===== config.mk =====
export PLATFORM = sky130hd
export DESIGN_NAME = fetch_unit_flat
export DESIGN_NICKNAME = d
export VERILOG_FILES = /design/src/rtl/fetch_pkg.sv /design/src/rtl/fetch_if.sv /design/src/rtl/fetch_fifo.sv /design/src/rtl/fetch_unit.sv /design/src/flat_wrapper.sv
export SDC_FILE = /design/constraint.sdc
export NUM_CORES = 1
export LEC_CHECK = 0
export ABC_CLOCK_PERIOD_IN_PS = 9690
export CORE_AREA = 2 2 129 131
export DETAILED_ROUTE_END_ITERATION = 8
export DIE_AREA = 0 0 131 133
export PLACE_DENSITY = 0.78
export REMOVE_ABC_BUFFERS = 1
export SLEW_MARGIN = 20
export SYNTH_ARGS = -nofsm -noshare
export SYNTH_HDL_FRONTEND = slang
export SYNTH_SLANG_ARGS = --single-unit

===== constraint.sdc =====
create_clock -name clk -period 9.69 [get_ports clk]
set_input_delay 1.938 -clock clk [delete_from_list [all_inputs] [get_ports clk]]
set_output_delay 1.938 -clock clk [all_outputs]
set_load 0.03 [all_outputs]

===== src/rtl/fetch_pkg.sv =====
// ---------------------------------------------------------------------------
// fetch_pkg
// Shared types and constants for the instruction-fetch slice.
//   XLEN          : datapath / address width
//   PC_STEP       : byte increment between sequential fetches
//   fetch_state_e : fetch sequencer states
//                   IDLE - may issue a request
//                   WAIT - request accepted, response pending
//                   DROP - response pending but belongs to a flushed stream
//   fetch_entry_t : one buffered instruction with the PC it was fetched from
// ---------------------------------------------------------------------------
package fetch_pkg;

   localparam int XLEN = 32;
   localparam logic [XLEN-1:0] PC_STEP = 32'd4;

   typedef enum logic [1:0] {
      IDLE = 2'd0,
      WAIT = 2'd1,
      DROP = 2'd2
   } fetch_state_e;

   typedef struct packed {
      logic [XLEN-1:0] instr;
      logic [XLEN-1:0] pc;
   } fetch_entry_t;

endpackage


===== src/rtl/fetch_if.sv =====
// ---------------------------------------------------------------------------
// fetch_if
// Bundles the two handshakes of the fetch unit.
//   Instruction memory side : imem_req/imem_addr (to memory),
//                             imem_gnt/imem_rvalid/imem_rdata (from memory)
//   Decode side             : out_valid/out_instr/out_pc (to decode),
//                             out_ready (from decode)
// Modports:
//   master - the fetch unit
//   slave  - the environment (instruction memory plus decode stage)
// ---------------------------------------------------------------------------
interface fetch_if;
   import fetch_pkg::*;

   logic            imem_req;
   logic [XLEN-1:0] imem_addr;
   logic            imem_gnt;
   logic            imem_rvalid;
   logic [XLEN-1:0] imem_rdata;

   logic            out_valid;
   logic [XLEN-1:0] out_instr;
   logic [XLEN-1:0] out_pc;
   logic            out_ready;

   modport master (
      output imem_req, imem_addr, out_valid, out_instr, out_pc,
      input  imem_gnt, imem_rvalid, imem_rdata, out_ready
   );

   modport slave (
      input  imem_req, imem_addr, out_valid, out_instr, out_pc,
      output imem_gnt, imem_rvalid, imem_rdata, out_ready
   );

endinterface


===== src/rtl/fetch_fifo.sv =====
// ---------------------------------------------------------------------------
// fetch_fifo
// DEPTH-entry synchronous FIFO of {instr, pc} entries between fetch and decode.
//   clk, rst    : clock, synchronous active-low reset
//   flush       : empties the FIFO; dominates push and pop in the same cycle
//   push        : write push_data at the tail (caller guarantees a free slot)
//   push_data   : entry to write
//   pop         : drop the head entry (ignored while empty)
//   count       : number of valid entries, 0..DEPTH
//   head_valid  : FIFO not empty
//   head        : head entry, all-zero while empty
// DEPTH must be a power of two so the pointers wrap naturally.
// ---------------------------------------------------------------------------
module fetch_fifo
   import fetch_pkg::*;
#(
   parameter int DEPTH = 2,
   localparam int AW = $clog2(DEPTH),
   localparam int CW = AW + 1
) (
   input  logic         clk,
   input  logic         rst,
   input  logic         flush,
   input  logic         push,
   input  fetch_entry_t push_data,
   input  logic         pop,
   output logic [CW-1:0] count,
   output logic         head_valid,
   output fetch_entry_t head
);

   fetch_entry_t  mem [DEPTH];
   logic [AW-1:0] wr_ptr;
   logic [AW-1:0] rd_ptr;
   logic          do_pop;

   assign head_valid = (count != '0);
   assign do_pop     = pop && head_valid;

   // NOTE: sequential state uses non-blocking assignments so every register
   // samples pre-edge values regardless of statement order.
   always_ff @(posedge clk) begin
      if (!rst || flush) begin
         wr_ptr <= '0;
         rd_ptr <= '0;
         count  <= '0;
      end else begin
         if (push)   wr_ptr <= wr_ptr + AW'(1);
         if (do_pop) rd_ptr <= rd_ptr + AW'(1);
         if (push && !do_pop)      count <= count + CW'(1);
         else if (!push && do_pop) count <= count - CW'(1);
      end
   end

   // NOTE: the storage array is deliberately not reset; only the pointers
   // and count are, and the head is masked to zero while the FIFO is empty.
   always_ff @(posedge clk) begin
      if (push) mem[wr_ptr] <= push_data;
   end

   assign head = head_valid ? mem[rd_ptr] : '0;

endmodule


===== src/rtl/fetch_unit.sv =====
// ---------------------------------------------------------------------------
// fetch_unit
// Instruction-fetch sequencer. Holds the fetch PC, issues one word request at
// a time to instruction memory (req/gnt/rvalid), and buffers returned
// instructions with their PCs toward decode. A redirect flushes buffered and
// in-flight fetches and restarts fetching at the target.
//   clk, rst     : clock, synchronous active-low reset
//   bus          : fetch_if.master (imem request/response and decode output)
//   redirect     : taken branch/jump, load redirect_pc this cycle
//   redirect_pc  : redirect target
//   misalign     : misaligned-redirect trap flag
// Parameters: RESET_PC (fetch PC after reset), DEPTH (FIFO entries, pow2 >= 2)
// Optional feature macro FETCH_MISALIGN_TRAP_EN:
//   defined   - a misaligned redirect raises misalign and halts fetching until
//               the next aligned redirect or reset
//   undefined - redirect_pc[1:0] is forced to zero and misalign is tied low
// ---------------------------------------------------------------------------
module fetch_unit
   import fetch_pkg::*;
#(
   parameter logic [XLEN-1:0] RESET_PC = 32'h0000_0000,
   parameter int              DEPTH    = 2
) (
   input  logic            clk,
   input  logic            rst,
   fetch_if.master         bus,
   input  logic            redirect,
   input  logic [XLEN-1:0] redirect_pc,
   output logic            misalign
);

   localparam int CW = $clog2(DEPTH) + 1;

   fetch_state_e    state;
   fetch_state_e    next_state;
   logic [XLEN-1:0] pc;
   logic [XLEN-1:0] req_pc;
   logic [XLEN-1:0] target_pc;
   logic [CW-1:0]   count;
   logic            halt;
   logic            grant;
   logic            push;
   logic            pop;
   logic            head_valid;
   fetch_entry_t    push_entry;
   fetch_entry_t    head;

`ifdef FETCH_MISALIGN_TRAP_EN
   always_ff @(posedge clk) begin
      if (!rst)          halt <= 1'b0;
      else if (redirect) halt <= (redirect_pc[1:0] != 2'b00);
   end
   assign target_pc = redirect_pc;
`else
   logic unused_redirect_lsbs;
   assign unused_redirect_lsbs = ^redirect_pc[1:0];
   assign halt      = 1'b0;
   assign target_pc = {redirect_pc[XLEN-1:2], 2'b00};
`endif

   assign misalign = halt;

   // Credit rule: only request when the FIFO can absorb the response.
   assign bus.imem_req  = (state == IDLE) && rst && !halt && (count < CW'(DEPTH));
   assign bus.imem_addr = pc;
   assign grant         = bus.imem_req && bus.imem_gnt;

   // A redirect flushes the FIFO, so push and pop in that cycle are void.
   assign push       = (state == WAIT) && bus.imem_rvalid && !redirect;
   assign pop        = head_valid && bus.out_ready && !redirect;
   assign push_entry = '{instr: bus.imem_rdata, pc: req_pc};

   // NOTE: next_state gets a default before any branch so no path leaves it
   // unassigned, which would otherwise infer a latch.
   always_comb begin
      next_state = state;
      unique case (state)
         IDLE:    if (grant)            next_state = WAIT;
         WAIT:    if (bus.imem_rvalid)  next_state = IDLE;
         DROP:    if (bus.imem_rvalid)  next_state = IDLE;
         default:                       next_state = IDLE;
      endcase
      // Any request still unanswered after a redirect belongs to the old
      // stream; its response must be swallowed in DROP.
      if (redirect) begin
         if (((state != IDLE) && !bus.imem_rvalid) || grant) next_state = DROP;
         else                                               next_state = IDLE;
      end
   end

   always_ff @(posedge clk) begin
      if (!rst) begin
         state  <= IDLE;
         pc     <= RESET_PC;
         req_pc <= '0;
      end else begin
         state <= next_state;
         if (redirect) begin
            pc <= target_pc;
         end else if (grant) begin
            pc     <= pc + PC_STEP;
            req_pc <= pc;
         end
      end
   end

   fetch_fifo #(.DEPTH(DEPTH)) u_fifo (
      .clk        (clk),
      .rst        (rst),
      .flush      (redirect),
      .push       (push),
      .push_data  (push_entry),
      .pop        (pop),
      .count      (count),
      .head_valid (head_valid),
      .head       (head)
   );

   assign bus.out_valid = head_valid;
   assign bus.out_instr = head.instr;
   assign bus.out_pc    = head.pc;

endmodule


===== src/flat_wrapper.sv =====
// flat-port wrapper written by rule: the top's interface ports become plain ports
module fetch_unit_flat import fetch_pkg::*;
#(
   parameter logic [XLEN-1:0] RESET_PC = 32'h0000_0000,
   parameter int              DEPTH    = 2
)
  (clk, rst, redirect, redirect_pc, misalign, bus_imem_req, bus_imem_addr, bus_out_valid, bus_out_instr, bus_out_pc, bus_imem_gnt, bus_imem_rvalid, bus_imem_rdata, bus_out_ready);
  fetch_if bus_i ();
  input  logic clk;
  input  logic rst;
  input  logic redirect;
  input  logic [XLEN-1:0] redirect_pc;
  output logic misalign;
  output wire logic [$bits(bus_i.imem_req)-1:0] bus_imem_req;
  output wire logic [$bits(bus_i.imem_addr)-1:0] bus_imem_addr;
  output wire logic [$bits(bus_i.out_valid)-1:0] bus_out_valid;
  output wire logic [$bits(bus_i.out_instr)-1:0] bus_out_instr;
  output wire logic [$bits(bus_i.out_pc)-1:0] bus_out_pc;
  input wire logic [$bits(bus_i.imem_gnt)-1:0] bus_imem_gnt;
  input wire logic [$bits(bus_i.imem_rvalid)-1:0] bus_imem_rvalid;
  input wire logic [$bits(bus_i.imem_rdata)-1:0] bus_imem_rdata;
  input wire logic [$bits(bus_i.out_ready)-1:0] bus_out_ready;
  assign bus_imem_req = bus_i.imem_req;
  assign bus_imem_addr = bus_i.imem_addr;
  assign bus_out_valid = bus_i.out_valid;
  assign bus_out_instr = bus_i.out_instr;
  assign bus_out_pc = bus_i.out_pc;
  assign bus_i.imem_gnt = bus_imem_gnt;
  assign bus_i.imem_rvalid = bus_imem_rvalid;
  assign bus_i.imem_rdata = bus_imem_rdata;
  assign bus_i.out_ready = bus_out_ready;
  fetch_unit #(.RESET_PC(RESET_PC), .DEPTH(DEPTH)) u_core (.clk(clk), .rst(rst), .bus(bus_i), .redirect(redirect), .redirect_pc(redirect_pc), .misalign(misalign));
endmodule

==> key figures <==
Status
  – Status: finished clean

Clock tree
  – Max Buffers Root-to-Sink: 2
  – Htree depth: 4
  – Post-CTS resize count: 0
  – Cts bufs inserted: 17
  – Insertion delay to the later sink of the worst-skew pair: 0.43 ns
  – Clock root cell: clkbuf_16
  – CTS tree: done
  – Post-CTS setup buffer count: 0
  – CTS clock-pin slew for the worst setup and hold paths: 0.07 ns
  – Clock sinks: 191
  – Cts hold-fix bufs: 0

Placed design
  – GPL Wtd Cong: 0.794
  – Port Buffer Count: 161
  – Final HPWL DP: 11,400 um

Floorplanning
  – Die H: 133 um
  – Chip Width: 131 um
  – Die Area: 17,400 um2
  – IO Count: 169
  – Row cnt: 47
  – Core Area: 16,200 um2
  – Starting Density: 49.4%

Global routing
  – Tot GR Track Use: 20.8%
  – Vias in the first global route: 5,585
  – First-pass GRT wire length: 28,200 um
  – Antenna violations before repair: 0
  – Gr ovfl total: 0
  – Largest net degree at the start of global routing: 70

Logic synthesis
  – Synthesized area: 7980 um2
  – Netlist cell types: 44
  – Syn Inst Count: 682
  – FFs w/ async S/R, synth: 0%
  – Most used DFF post-synth: edfxtp_1
  – Avg Inst Size Synth: 11.7 um2
  – Number of synthesized flops with an enable pin: 124
  – Yosys reg bits: 191
  – Sequential share of the synthesized area: 63.4%
  – Yosys Warn Count: 0

Finish
  – Final cell utilization of the core: 64.0%
  – Share of cells above drive strength 1: 5.84%
  – Total Nets Final: 900
  – Area Growth Syn to Fin: 29.7%
  – Layout fillers: 1,254
  – # diodes: 0
  – Register area: 5070 um2
  – Area of the multi-input gates: 2720 um2

Setup path
  – CP Launch Type: primary input
  – CP required: 7.75 ns
  – Setup crit end kind: output pin
  – CP Max Fanout: 69
  – Arrival time worst endpoint: 3.47 ns
  – Critical Setup Path Class: primary input to output pin

Power
  – Peak supply drop: 125 uV
  – Total power: 1.73 mW
  – Power per cell area: 167 nW/um2
  – Leak: 3.37 nW

Routing
  – Pre-antenna DRT Iters: 6
  – Residual DRC: 0
  – Post-DRT Antenna Nets: 0
  – Final WL: 18,000 um
  – Vias: 5,799
  – Routed WL per cell: 17.0 um
  – Initial DRC count: 472
  – Drt via density: 5.48

Min path
  – Hold/Removal Path Class: flip-flop to flip-flop

Timing
  – Clock Skews: 0.00736 ns
  – Worst Tran Pin Value: 1.09 ns
  – Final number of max-transition violations: 0
  – RSZ-0062 raised after global routing: no
  – Fin. Hold Viols: 0
  – Final Setup Violations: 0
  – Achievable Freq: 185 MHz
  – Period utilization: 55.8%
  – Crit path time final: 5.40 ns
  – Worst slew margin: 27.4%
  – Post-route setup TNS: 0 ns

Job
  – Max-Cap Viols: 0
==> cells in the mapped netlist, types with 7 or more instances <==
cell type  number  area, um2
or4_1          14        105
nor2_1         80        300
a21boi_0       31        233
mux2i_1        62        621
dfxtp_1        67       1340
a31oi_1        12       75.1
nand3_1        16       80.1
nand2_1        83        312
o21ai_0        26        130
a21oi_1         8       40.0
o31ai_1        10       75.1
and3_1          7       43.8
nand4_1        13       81.3
inv_1           8       30.0
xor2_1          8       70.1
edfxtp_1      124       3720
clkbuf_1       35        131
nor3_1          9       45.0
==> layout make-up <==
cell class | instances | area share (%)
well taps | 220 | 2.66
repair buffers | 168 | 16.0
clock buffers | 19 | 4.28
multi-input cells | 440 | 26.2
inverters | 8 | 0.290
flip-flops and latches | 191 | 48.9
clock inverters | 13 | 1.57
==> layer usage <==
layer	part of all wire, %	GRT usage (%)
met4	1.7	7.09
met3	5.1	4.00
met5	0	0
met1	41	26.1
met2	52	35.7
==> worst max-delay path, stage by stage <==
cell and delay, ns:
buf_2 0.08, buf_4 0.47, nand2_1 0.13, nor2_1 0.11, clkdlybuf4s50_1 0.67
==> final timing paths <==
| check | start | endpoint | slack (ns) | depth (start not counted) |
|---|---|---|---|---|
| worst max-delay path | rst | bus_imem_req | 4.29 | 5 |
| worst min-delay path | u_core.req_pc[18] | u_core.u_fifo.mem[0][18] | 0.46 | 0 |
| worst max register to register | u_core.state[0] | u_core.bus.imem_addr[22] | 7.17 | 6 |
| worst min register to register | u_core.req_pc[18] | u_core.u_fifo.mem[0][18] | 0.46 | 0 |
==> where the power goes <==
part           total [mW]  leakage (nW)  switching [mW]  internal (mW)
Clock               0.708         0.290           0.294          0.414
Sequential          0.896          1.74          0.0197          0.876
Combinational       0.125          1.34          0.0666         0.0588
==> stage by stage <==
| step | area [um2] | hold WS (ns) | setup slack, ns | std cells |
|---|---|---|---|---|
| floorplan | 7790 | 0.425 | 2.92 | 639 |
| global placement | 9750 | 0.432 | 4.34 | 1027 |
| detailed placement | 9750 | 0.438 | 4.31 | 1027 |
| CTS | 10400 | 0.453 | 4.31 | 1059 |
| global route | 10400 | 0.466 | 4.18 | 1059 |
| finish | 10400 | 0.456 | 4.29 | 1059 |
==> cells in the final DEF, fill, tap and decap left out, types with 2 or more instances in the layout <==
cell type        Yosys  layout
o31a_1               2       2
clkinvlp_4           0       3
or4_1               14      14
o211a_1              4       4
inv_6                0       2
nand2_1             83      82
mux2i_1             62      62
a32oi_1              2       2
xor2_1               8       8
bufinv_16            0       3
inv_1                8       8
nand3_1             16      16
nand4_1             13      13
buf_4                5       7
nor2b_1              5       5
and3_1               7       7
clkinv_2             0       3
nor2_1              80      78
clkinv_4             0       2
clkdlybuf4s50_1      0     160
or3_1                4       4
edfxtp_1           124     124
o21ai_0             26      26
conb_1               1       5
clkbuf_16            0      17
a31oi_1             12      12
a311oi_1             3       3
and2_1               4       3
xnor2_1              5       5
a21oi_1              8       8
nor4_1               5       5
nand2b_1             4       4
ha_1                 4       4
nor3_1               9       8
o31ai_1             10      10
and4_1               5       5
dfxtp_1             67      66
a21boi_0            31      31
==> kinds of logic after synthesis <==
kind of cell / count (synthesis) / share of synthesized area [%]
other: 1 / 0.0470
adder cells (fa/ha/maj): 4 / 0.627
XOR/XNOR: 13 / 1.43
flip-flops: 191 / 63.4
AO/OA/AOI/OAI: 103 / 8.73
AND/OR/NAND/NOR: 253 / 15.0
buffers and inverters: 55 / 2.93
multiplexers: 62 / 7.77
==> sequential cells by signal, indices dropped and copies added, names as in the netlist, named ones only <==
signal,count
u_core.bus.imem_addr,30
u_core.u_fifo.count,2
u_core.u_fifo.rd_ptr,1
u_core.req_pc,30
u_core.state,2
u_core.u_fifo.wr_ptr,1
u_core.u_fifo.mem,124
Power figures use the tool's default switching activity.
